==> config.mk <==
export PLATFORM = sky130hd
export DESIGN_NAME = shift_register_framed
export DESIGN_NICKNAME = d
export VERILOG_FILES = /design/src/rtl/shift_register_pkg.sv /design/src/rtl/frame_slot.sv /design/src/rtl/shift_register_framed.sv
export SDC_FILE = /design/constraint.sdc
export NUM_CORES = 1
export LEC_CHECK = 0
export CAP_MARGIN = 20
export CELL_PAD_IN_SITES_DETAIL_PLACEMENT = 1
export CELL_PAD_IN_SITES_GLOBAL_PLACEMENT = 1
export CORE_MARGIN = 5
export CORE_UTILIZATION = 31
export DETAILED_ROUTE_END_ITERATION = 16
export PLACE_DENSITY_LB_ADDON = 0.1
export SLEW_MARGIN = 0
export SYNTH_ARGS = -nofsm -noshare
export SYNTH_HDL_FRONTEND = slang
export SYNTH_SLANG_ARGS = --single-unit
==> constraint.sdc <==
create_clock -name clk -period 3.1 [get_ports clk]
set_input_delay 0.31 -clock clk [delete_from_list [all_inputs] [get_ports clk]]
set_output_delay 0.31 -clock clk [all_outputs]
set_load 0.05 [all_outputs]
==> src/rtl/shift_register_pkg.sv <==
// rtl/shift_register_pkg.sv - shared constants and helpers for framed shift registers
//
// Purpose : shift-direction encodings and frame-counter sizing helper used by
//           shift_register_framed and later serial blocks.
// Contents: SHIFT_TOWARD_MSB / SHIFT_TOWARD_LSB direction values,
//           frame_cnt_width(width, lanes) -> bits needed to count shifts per frame.
package shift_register_pkg;

    localparam logic SHIFT_TOWARD_MSB = 1'b0;
    localparam logic SHIFT_TOWARD_LSB = 1'b1;

    // A frame takes width/lanes shifts; never return less than one bit so a
    // two-shift frame still has a real counter.
    function automatic int frame_cnt_width(input int width, input int lanes);
        int shifts;
        shifts = width / lanes;
        return (shifts <= 2) ? 1 : $clog2(shifts);
    endfunction

endpackage

==> src/rtl/frame_slot.sv <==
// rtl/frame_slot.sv - single-entry holding register with valid/ready and sticky overflow
//
// Purpose : holds one captured word until the consumer takes it. A capture that
//           arrives while the slot is still occupied (and not being emptied this
//           cycle) is dropped and flags overflow.
// Optional: SHIFT_REGISTER_FRAMED_PARITY_EN adds o_parity (XOR of the held word).
// Ports   : clk, reset (async, active-high)
//           i_capture        - a new word is offered this cycle
//           i_word[WIDTH]    - word to capture
//           i_ready          - consumer accepts o_data when o_valid
//           i_clear_overflow - synchronous clear of the sticky overflow flag
//           o_valid, o_data[WIDTH], o_overflow, (o_parity)
module frame_slot #(
    parameter int WIDTH = 8
) (
    input  logic             clk,
    input  logic             reset,
    input  logic             i_capture,
    input  logic [WIDTH-1:0] i_word,
    input  logic             i_ready,
    input  logic             i_clear_overflow,
    output logic             o_valid,
    output logic [WIDTH-1:0] o_data,
`ifdef SHIFT_REGISTER_FRAMED_PARITY_EN
    output logic             o_parity,
`endif
    output logic             o_overflow
);

    logic             r_valid;
    logic [WIDTH-1:0] r_data;
    logic             r_overflow;
    logic             w_transfer;
    logic             w_accept;

    assign w_transfer = r_valid && i_ready;
    // The slot can take a new word when empty or when it is being emptied now.
    assign w_accept   = i_capture && (!r_valid || w_transfer);

    always_ff @(posedge clk or posedge reset) begin
        if (reset) begin
            r_valid    <= 1'b0;
            r_data     <= '0;
            r_overflow <= 1'b0;
        end else begin
            if (w_accept) begin
                r_data  <= i_word;
                r_valid <= 1'b1;
            end else if (w_transfer) begin
                r_valid <= 1'b0;
            end

            if (i_clear_overflow) begin
                r_overflow <= 1'b0;
            end else if (i_capture && !w_accept) begin
                r_overflow <= 1'b1;
            end
        end
    end

`ifdef SHIFT_REGISTER_FRAMED_PARITY_EN
    logic r_parity;

    always_ff @(posedge clk or posedge reset) begin
        if (reset) begin
            r_parity <= 1'b0;
        end else if (w_accept) begin
            r_parity <= ^i_word;
        end
    end

    assign o_parity = r_parity;
`endif

    assign o_valid    = r_valid;
    assign o_data     = r_data;
    assign o_overflow = r_overflow;

endmodule

==> src/rtl/shift_register_framed.sv <==
// rtl/shift_register_framed.sv - multi-lane bidirectional shift register with word framing
//
// Purpose : WIDTH-bit register shifting LANES bits per enabled cycle in either
//           direction, with parallel load. Every WIDTH/LANES shifts the post-shift
//           value is offered to a frame_slot for valid/ready hand-off; shifting
//           never stalls on the consumer.
// Optional: SHIFT_REGISTER_FRAMED_PARITY_EN adds output frame_parity.
// Ports   : clk, reset (async, active-high)
//           serial_in[LANES], shift_enable, shift_dir (0 toward MSB, 1 toward LSB)
//           load, load_data[WIDTH]          - parallel load, wins over shift
//           stored_data[WIDTH], serial_out[LANES]
//           frame_valid, frame_ready, frame_data[WIDTH], frame_overflow, (frame_parity)
module shift_register_framed
    import shift_register_pkg::*;
#(
    parameter int WIDTH = 8,
    parameter int LANES = 1
) (
    input  logic             clk,
    input  logic             reset,
    input  logic [LANES-1:0] serial_in,
    input  logic             shift_enable,
    input  logic             shift_dir,
    input  logic             load,
    input  logic [WIDTH-1:0] load_data,
    output logic [WIDTH-1:0] stored_data,
    output logic [LANES-1:0] serial_out,
    output logic             frame_valid,
    input  logic             frame_ready,
    output logic [WIDTH-1:0] frame_data,
`ifdef SHIFT_REGISTER_FRAMED_PARITY_EN
    output logic             frame_parity,
`endif
    output logic             frame_overflow
);

    localparam int SHIFTS_PER_FRAME = WIDTH / LANES;
    localparam int CW               = frame_cnt_width(WIDTH, LANES);
    localparam logic [CW-1:0] LAST_COUNT = CW'(SHIFTS_PER_FRAME - 1);

    if ((WIDTH % LANES) != 0) begin : g_bad_lanes
        $error("shift_register_framed: WIDTH must be a multiple of LANES");
    end
    if (LANES < 1 || LANES > WIDTH / 2) begin : g_bad_lane_count
        $error("shift_register_framed: LANES must be in 1..WIDTH/2");
    end

    logic [WIDTH-1:0] r_shift;
    logic [CW-1:0]    r_count;
    logic [WIDTH-1:0] w_shifted;
    logic             w_shift;
    logic             w_complete;

    assign w_shift = shift_enable && !load;

    always_comb begin
        w_shifted = r_shift;
        if (shift_dir == SHIFT_TOWARD_LSB) begin
            w_shifted = {serial_in, r_shift[WIDTH-1:LANES]};
        end else begin
            w_shifted = {r_shift[WIDTH-LANES-1:0], serial_in};
        end
    end

    // The shift that lands on the last count closes a frame; the slot captures
    // the value the register is about to take, not the current one.
    assign w_complete = w_shift && (r_count == LAST_COUNT);

    always_ff @(posedge clk or posedge reset) begin
        if (reset) begin
            r_shift <= '0;
            r_count <= '0;
        end else if (load) begin
            r_shift <= load_data;
            r_count <= '0;
        end else if (shift_enable) begin
            r_shift <= w_shifted;
            r_count <= (r_count == LAST_COUNT) ? '0 : r_count + 1'b1;
        end
    end

    assign stored_data = r_shift;
    assign serial_out  = (shift_dir == SHIFT_TOWARD_MSB) ? r_shift[WIDTH-1 -: LANES]
                                                         : r_shift[LANES-1:0];

    frame_slot #(
        .WIDTH(WIDTH)
    ) u_frame_slot (
        .clk              (clk),
        .reset            (reset),
        .i_capture        (w_complete),
        .i_word           (w_shifted),
        .i_ready          (frame_ready),
        .i_clear_overflow (load),
        .o_valid          (frame_valid),
        .o_data           (frame_data),
`ifdef SHIFT_REGISTER_FRAMED_PARITY_EN
        .o_parity         (frame_parity),
`endif
        .o_overflow       (frame_overflow)
    );

endmodule

=== After elaboration in Yosys (flattened, before gate mapping) ===
Cells that the tools add are included.

* Reduce and logical (&&, ||, !) cells: 12
* Add/sub/neg operators: 1
* Equal/unequal tests: 1
* Muxes and demuxes: 11

{| class="wikitable"
|+ Operators by type and width
! operator !! count
|-
| two-way mux 8 bit || 3
|-
| two-way mux 3 bit || 3
|-
| nonzero test 2 bit || 3
|-
| logical AND 1 bit || 5
|-
| two-way mux 1 bit || 5
|-
| adder 3 x 1 -> 3 bit (second input constant) || 1
|-
| == test 3 bit (second input constant) || 1
|-
| logical NOT 1 bit || 3
|-
| logical OR 1 bit || 1
|}

* Input port bits: 15
* Output and inout port bits: 19
* Word-level logic and storage cells: 30
* Register bits after elaboration: 21

=== Longest topological paths before layout ===
Gate-level depths: netlist of run 1.

* Depth in word-level cells: 8
* Gate-level depth with buffers: 5
* Gate-level depth less buffers: 5

=== Hierarchy ===
Synthesis of run 1 repeated with hierarchy kept, for this count alone.

* Cells, all modules: 86
* Area total of the unflattened synthesis: 1131.1 µm²

{| class="wikitable"
|+ Modules (own cells, without submodules)
! module !! times used !! seq. area each (µm²) !! cells each !! area each (µm²)
|-
| shift_register_framed || 1 || 275.3 || 61 || 710.7
|-
| frame_slot || 1 || 250.2 || 25 || 420.4
|}

=== Worst setup path after synthesis of run 1 ===
Ideal clock, no wire load.

* Path type: reg-to-reg
* From: register u_frame_slot.r_valid, in the netlist u_frame_slot.o_valid
* To: register u_frame_slot.r_data[0], in the netlist u_frame_slot.o_data[0]
* Path slack: 1.507 ns
* Period minus slack after synthesis: 1.593 ns
* Cell stages (with the launch flop): 4
* Arrival: 1.468 ns
* Path buffers: 0
* Data required time: 2.975 ns
* Library setup time: 0.125 ns
* Path through: dfrtp_1 nor2b_1 nor3_4 mux2_2

* Longest elaborated chain between the ends: 3
* Elaborated cells between the ends (all ways): 4
* Those cells by class: reduce/logical: 4

{| class="wikitable"
|+ RTL lines
! item !! line !! RTL
|-
| from (decl) || frame_slot.sv:30 || <nowiki>logic r_valid;</nowiki>
|-
| from (signal assigned) || frame_slot.sv:42 || <nowiki>r_valid <= 1'b0;</nowiki>
|-
| from (signal assigned) || frame_slot.sv:48 || <nowiki>r_valid <= 1'b1;</nowiki>
|-
| from (signal assigned) || frame_slot.sv:50 || <nowiki>r_valid <= 1'b0;</nowiki>
|-
| logical NOT 1 bit / logical AND 1 bit (equally long branches) || frame_slot.sv:38, frame_slot.sv:36 ||
|-
| logical OR 1 bit * || frame_slot.sv:38 || <nowiki>assign w_accept = i_capture && (!r_valid || w_transfer);</nowiki>
|-
| logical AND 1 bit * || frame_slot.sv:38 ||
|-
| to (signal assigned) || frame_slot.sv:47 || <nowiki>r_data <= i_word;</nowiki>
|-
| to (decl) || frame_slot.sv:31 || <nowiki>logic [WIDTH-1:0] r_data;</nowiki>
|}

Every way passes the cells marked *; elsewhere a longest branch is shown, timed or not.
A chain may end at the register's enable or synchronous reset.

=== Final worst setup path of run 1 ===
* From: input port shift_dir
* To: output port serial_out

* Longest elaborated chain between the ends: 1

{| class="wikitable"
|+ RTL lines
! item !! line !! RTL
|-
| from (decl) || shift_register_framed.sv:23 || <nowiki>input logic shift_dir,</nowiki>
|-
| two-way mux 1 bit || shift_register_framed.sv:83 || <nowiki>assign serial_out = (shift_dir == SHIFT_TOWARD_MSB) ? r_shift[WIDTH-1 -: LANES]</nowiki>
|-
| to (decl) || shift_register_framed.sv:27 || <nowiki>output logic [LANES-1:0] serial_out,</nowiki>
|}

Every way passes these cells.

==> metrics.log, run 1 <==
INFO  metric worst_setup_hold_path_clk_slew = 0.13 ns
INFO  metric setup_repair_after_global_routing_missed_its_margin = false
INFO  metric setup.reg_to_reg.worst_slack = 1.35 ns
INFO  metric number_of_nets_with_antenna_violations_after_routing = 0
INFO  metric grt_antenna_before_repair = 0
INFO  metric worstSetupStartpointType = input port
INFO  metric power.density_cell_area = 418 nW/um^2
INFO  metric final_net_count = 135
INFO  metric ys_ff_latch = 21
INFO  metric drc = 0
INFO  metric p_sw = 0.000188 W
INFO  metric leakage = 0.643 nW
INFO  metric antenna_cells = 0
INFO  metric dp.final_hpwl = 1790 um
INFO  metric syn_area_per_cell = 12.2 sq um
INFO  metric die_width = 67.1 um
INFO  metric hold_viol_final = 0
INFO  metric multi_input_comb_area = 458 sq um
INFO  metric worstPathArrival = 2.10 ns
INFO  metric synth.cell_area = 1010 sq um
INFO  metric setup.worst_path.class = in2out
INFO  metric cts_setup_buffers = 0
INFO  metric drt_first_pass_iters = 4
INFO  metric postCtsHoldBufs = 0
INFO  metric cts-htree-levels = 1
INFO  metric max_cap_violations = 0
INFO  metric via_count_of_the_first_global_routing_pass = 848
INFO  metric clock_latency = 0.31 ns
INFO  metric report.final.slew_viol_count = 0
INFO  metric floorplan.die_area = 4510 sq um
INFO  metric crit_start = shift_dir
INFO  metric synth_top_cell_area_share = 51.9%
INFO  metric drive_above_1_share = 21.4%
INFO  metric initial_utilization = 32.6%
INFO  metric top_level_ports = 34
INFO  metric clock_tree.buffer_depth = 2
INFO  metric syn_to_final_growth = 39.8%
INFO  metric vdd_ir_drop_max = 0.197 mV
INFO  metric timing.critical_path.fanout_max = 9
INFO  metric cts-resized-gates = 0
INFO  metric first_iter_violations = 16
INFO  metric syn_nets = 100
INFO  metric netSwitchingFraction = 31.9%
INFO  metric placement_rows = 20
INFO  metric port_buffers = 33
INFO  metric finalCritPeriodShare = 77.8%
INFO  metric synth_top_cells_by_count = 21 x sky130_fd_sc_hd__dfrtp_1, 17 x sky130_fd_sc_hd__mux2_2, 11 x sky130_fd_sc_hd__mux2i_1
INFO  metric cts_inserted_buffers = 3
INFO  metric tritoncts = done
INFO  metric dieHeight = 67.1 um
INFO  metric count_of_vias_placed_by_the_detailed_router = 741
INFO  metric n_fill_cell = 368
INFO  metric synth.lib_cells_used.distinct = 16
INFO  metric grt_start_max_net_pins = 23
INFO  metric synth-async-reset-ratio = 100%
INFO  metric syn_inst = 83
INFO  metric drt-total-wl = 2420 um
INFO  metric clkPwrFrac = 22.2%
INFO  metric synth_edf_count = 0
INFO  metric grt_first_pass_wirelength = 4150 um
INFO  metric fmax = 415 MHz
INFO  metric setup-violations-final = 0
INFO  metric final_util = 45.6%
INFO  metric seq_power_share = 51.3%
INFO  metric gp_routability_congestion = 0.716
INFO  metric synth-seq-area-share = 51.9%
INFO  metric grt.total_usage = 12.3%
INFO  metric top_ff_cell_synth = sky130_fd_sc_hd__dfrtp_1
INFO  metric hp-class = in2async
INFO  metric p_int = 0.000402 W
INFO  metric critPathCaptureType = primary output
INFO  metric finalClockSkew = 0.0158 ns
INFO  metric timing.slew.headroom = 46.6%
INFO  metric run_status = complete, no violations
INFO  metric globalRouteOverflowTotal = 0
INFO  metric post_synth_main_area_contributors = sky130_fd_sc_hd__dfrtp_1 52%, sky130_fd_sc_hd__mux2_2 19%, sky130_fd_sc_hd__mux2i_1 11%
INFO  metric timing_worst_slew_pin_value = 0.800 ns
INFO  metric clock_root_cell = sky130_fd_sc_hd__clkbuf_4
INFO  metric ys_warn_count = 0
INFO  metric numClockSinks = 21
INFO  metric core-area = 3100 sq um
INFO  metric required = 2.79 ns
INFO  metric netlist.top_cell.by_area = sky130_fd_sc_hd__dfrtp_1
INFO  metric avgRoutedWirePerCell = 15.0 um
INFO  metric regToRegStartpoint = r_count[0]
INFO  metric power.share.combinational = 26.5%
INFO  metric fin_tns_setup = 0 ns
INFO  metric synth.most_common_cell = sky130_fd_sc_hd__dfrtp_1
INFO  metric route.detailed.vias_per_inst = 4.60
INFO  metric final_period_minus_worst_setup_slack = 2.41 ns
INFO  metric area.sequential = 526 sq um
final timing paths:
path,endpoint,depth (start not counted)
max reg2reg,u_frame_slot.o_data[5],5
min reg2reg,u_frame_slot.o_overflow,2
min in group clk,u_frame_slot.o_overflow,2
min,u_frame_slot.o_data[7],2
max in group asynchronous,stored_data[5],2
max,serial_out,3
power groups by stage:
| stage | clock [W] | sequential, W | combinational (W) |
|---|---|---|---|
| 6_report | 0.000131 | 0.000303 | 0.000156 |
| 5_1_grt | 0.000150 | 0.000306 | 0.000169 |
| 3_5_place_dp | 0 | 0.000309 | 0.000158 |
| 3_3_place_gp | 0 | 0.000308 | 0.000156 |
| 2_1_floorplan | 0 | 0.000346 | 0.0000581 |
| 4_1_cts | 0.000136 | 0.000303 | 0.000159 |
layout by cell type, fill, tap and decap left out:
master / instances
sky130_fd_sc_hd__o21ai_0: 8
sky130_fd_sc_hd__nand2_1: 8
sky130_fd_sc_hd__clkbuf_4: 3
sky130_fd_sc_hd__o21bai_1: 1
sky130_fd_sc_hd__clkinv_2: 1
sky130_fd_sc_hd__clkdlybuf4s50_1: 33
sky130_fd_sc_hd__nor2_1: 5
sky130_fd_sc_hd__nor2b_1: 1
sky130_fd_sc_hd__mux2i_1: 11
sky130_fd_sc_hd__ha_1: 2
sky130_fd_sc_hd__mux2_2: 17
sky130_fd_sc_hd__buf_4: 2
sky130_fd_sc_hd__nand2_2: 1
sky130_fd_sc_hd__dfrtp_1: 21
sky130_fd_sc_hd__inv_1: 1
sky130_fd_sc_hd__nor3_4: 1
sky130_fd_sc_hd__a31oi_1: 1
logic make-up after synthesis:
logic type | count (synthesis) | synth area share, %
multiplexers | 28 | 29.8
flip-flops | 21 | 51.9
AND/OR/NAND/NOR | 16 | 7.67
AO/OA/AOI/OAI | 10 | 5.32
buffers and inverters | 6 | 2.84
adder cells (fa/ha/maj) | 2 | 2.47
critical path, stage by stage:
cell                              delay, ns
sky130_fd_sc_hd__clkdlybuf4s50_1       0.71
sky130_fd_sc_hd__mux2_2                0.38
sky130_fd_sc_hd__clkdlybuf4s50_1       0.70
metal layers:
| layer | up-vias | global-route usage (%) | routed length (um) |
|---|---|---|---|
| li1 | 360 | - | - |
| met1 | 363 | 14.9 | 1040 |
| met2 | 16 | 21.3 | 1240 |
| met3 | 2 | 2.83 | 113 |
| met4 | 0 | 4.56 | 18 |
| met5 | - | 0 | 0 |
cell type report:
class	instances	share of cell area, %
Timing Repair Buffer	35	24.4
Tap cell	44	3.89
Clock inverter	1	0.354
Sequential cell	21	37.1
Clock buffer	3	1.59
Multi-Input combinational cell	56	32.4
Inverter	1	0.265
sequential cells by signal, summed over array words and instances, names as in the netlist:
name,count
u_frame_slot.o_data,8
u_frame_slot.o_overflow,1
stored_data,8
r_count,3
u_frame_slot.o_valid,1
through the flow:
step | worst slack [ns] | instances | total power, W | instance area [sq um] | hold WS [ns]
2_1_floorplan | 1.51 | 83 | 0.000404 | 1010 | 0.287
3_3_place_gp | 0.713 | 157 | 0.000465 | 1390 | 0.477
3_5_place_dp | 0.679 | 157 | 0.000467 | 1390 | 0.487
4_1_cts | 0.675 | 161 | 0.000599 | 1420 | 0.483
5_1_grt | 0.640 | 161 | 0.000624 | 1420 | 0.523
6_report | 0.688 | 161 | 0.000591 | 1420 | 0.442
Note: power is estimated with default switching activity, not from simulation.
==> run 2: changes to the inputs <==
==> constraint.sdc (replaced) <==
create_clock -name clk -period 2.3 [get_ports clk]
set_input_delay 0.23 -clock clk [delete_from_list [all_inputs] [get_ports clk]]
set_output_delay 0.23 -clock clk [all_outputs]
set_load 0.05 [all_outputs]
==> metrics.log, run 2 (same netlist as run 1, synthesis figures left out) <==
INFO  metric run_status = complete, no violations
INFO  metric required = 2.07 ns (-0.72 ns)
INFO  metric clock_latency = 0.30 ns (about the same)
INFO  metric drt-total-wl = 2350 um (-3.0%)
INFO  metric worstSetupStartpointType = register
INFO  metric finalCritPeriodShare = 77.8%
INFO  metric initial_utilization = 32.6% (unchanged)
INFO  metric avgRoutedWirePerCell = 14.6 um (-3.0%)
INFO  metric vdd_ir_drop_max = 0.321 mV (+63%)
INFO  metric cpMaxStageDelayCell = sky130_fd_sc_hd__clkdlybuf4s50_1
INFO  metric timing_worst_slew_pin_value = 0.803 ns (+0.00298 ns)
INFO  metric placement_rows = 20 (unchanged)
INFO  metric worstPathArrival = 1.56 ns (-0.54 ns)
INFO  metric cells_traversed_along_the_worst_timing_path = clkdlybuf4s50_1
INFO  metric final_cell_mix = 32 x sky130_fd_sc_hd__clkdlybuf4s50_1, 21 x sky130_fd_sc_hd__dfrtp_1, 17 x sky130_fd_sc_hd__mux2_2, 11 x sky130_fd_sc_hd__mux2i_1
INFO  metric grt_first_pass_wirelength = 3830 um (-7.6%)
INFO  metric fmax = 559 MHz
INFO  metric first_iter_violations = 11 (-5)
INFO  metric leakage = 0.641 nW (-0.25%)
INFO  metric gp_routability_congestion = 0.709 (-1.0%)
INFO  metric finalClockSkew = 0.00785 ns (-0.00796 ns)
INFO  metric cp_num_buf_inv = 1 (-1)
INFO  metric layout.cells.most_common = sky130_fd_sc_hd__clkdlybuf4s50_1
INFO  metric drive_above_1_share = 21.4% (unchanged)
INFO  metric final_period_minus_worst_setup_slack = 1.79 ns
INFO  metric report.final.slew_viol_count = 0 (unchanged)
INFO  metric worst_setup_hold_path_clk_slew = 0.11 ns (-0.02 ns)
INFO  metric globalRouteOverflowTotal = 0 (unchanged)
INFO  metric timing.critical_path.slowest_cell_delay = 0.83 ns (+0.12 ns)
INFO  metric hp-class = in2async
INFO  metric syn_to_final_growth = 39.4%
INFO  metric hold_viol_final = 0 (unchanged)
INFO  metric critPathCaptureType = primary output
INFO  metric drt_first_pass_iters = 2 (-2)
INFO  metric final_net_count = 135 (unchanged)
INFO  metric setup.worst_path.class = reg2out
INFO  metric cpLargestDelayFamily = buffers and inverters
INFO  metric grt_start_max_net_pins = 22 (-4.3%)
INFO  metric number_of_nets_with_antenna_violations_after_routing = 0 (unchanged)
INFO  metric cts_setup_buffers = 0 (unchanged)
INFO  metric drc = 0 (unchanged)
INFO  metric tritoncts = done
INFO  metric port_buffers = 33 (unchanged)
INFO  metric top_level_ports = 34 (unchanged)
INFO  metric setup_repair_after_global_routing_missed_its_margin = false
INFO  metric fin_tns_setup = 0 ns (unchanged)
INFO  metric postCtsHoldBufs = 0 (unchanged)
INFO  metric cts-htree-levels = 1 (unchanged)
INFO  metric dieHeight = 67.1 um (unchanged)
INFO  metric grt_antenna_before_repair = 0 (unchanged)
INFO  metric clock_root_cell = sky130_fd_sc_hd__clkbuf_4
INFO  metric timing.slew.headroom = 46.4% (-0.20 points)
INFO  metric core-area = 3100 sq um (unchanged)
INFO  metric grt.total_usage = 11.6% (-0.70 points)
INFO  metric route.detailed.vias_per_inst = 4.74 (+3.0%)
INFO  metric cts-resized-gates = 0 (unchanged)
INFO  metric max_cap_violations = 0 (unchanged)
INFO  metric finalPower = 0.000793 W (+34%)
INFO  metric count_of_vias_placed_by_the_detailed_router = 763 (+3.0%)
INFO  metric die_width = 67.1 um (unchanged)
INFO  metric setup-violations-final = 0 (unchanged)
INFO  metric via_count_of_the_first_global_routing_pass = 802 (-5.4%)
INFO  metric numClockSinks = 21 (unchanged)
INFO  metric dp.final_hpwl = 1780 um (-0.54%)
INFO  metric timing.critical_path.fanout_max = 4 (-5)
INFO  metric clock_tree.buffer_depth = 2 (unchanged)
INFO  metric floorplan.die_area = 4510 sq um (unchanged)
INFO  metric cts_inserted_buffers = 3 (unchanged)
INFO  metric antenna_cells = 0 (unchanged)
INFO  metric power.density_cell_area = 562 nW/um^2 (+35%)
## run 2: path summary, 6_finish.rpt
kind	from	cells after the start	slack, ns	to
min in group clk	load_data[5]	3	0.47	stored_data[5]
max in group asynchronous	reset	2	1.43	r_count[1]
hold reg to reg	u_frame_slot.o_overflow	2	0.50	u_frame_slot.o_overflow
setup reg to reg	r_count[0]	5	0.58	u_frame_slot.o_data[7]
setup / recovery	stored_data[5]	1	0.51	stored_data[5]
hold / removal	reset	2	0.37	stored_data[4]
## run 2: final cells by class
cell class	instances	area, sq um
well taps	44	55.1
repair buffers	35	343
fillers	355	1690
multi-input cells	56	458
clock buffers	4	26.3
inverters	1	3.75
flip-flops and latches	21	526
## run 2: where the power goes
part | total [W] | switching, W | internal (W)
logic | 0.000210 | 0.000121 | 0.0000888
clock network | 0.000176 | 0.000108 | 0.0000676
registers | 0.000408 | 0.0000195 | 0.000388
## run 2: through the flow
stage / std cells / instance area [sq um] / hold WS, ns / util [%] / setup WS [ns]
after floorplan: 83 / 1010 / 0.207 / - / 0.707
after global placement: 157 / 1390 / 0.482 / 44.6 / 0.582
after detailed placement: 157 / 1390 / 0.482 / 44.6 / 0.544
after CTS: 161 / 1410 / 0.401 / 45.5 / 0.476
after global routing: 161 / 1410 / 0.451 / 45.5 / 0.430
final: 161 / 1410 / 0.370 / 45.5 / 0.510
## run 2: per-layer routing
| layer | vias to the layer above | part of all wire (%) | global-route usage (%) |
|---|---|---|---|
| met5 | - | 0 | 0 |
| met4 | 0 | 0.47 | 3.04 |
| met3 | 2 | 4.9 | 4.33 |
| met2 | 20 | 52 | 19.9 |
| met1 | 384 | 43 | 13.7 |
| li1 | 357 | - | - |
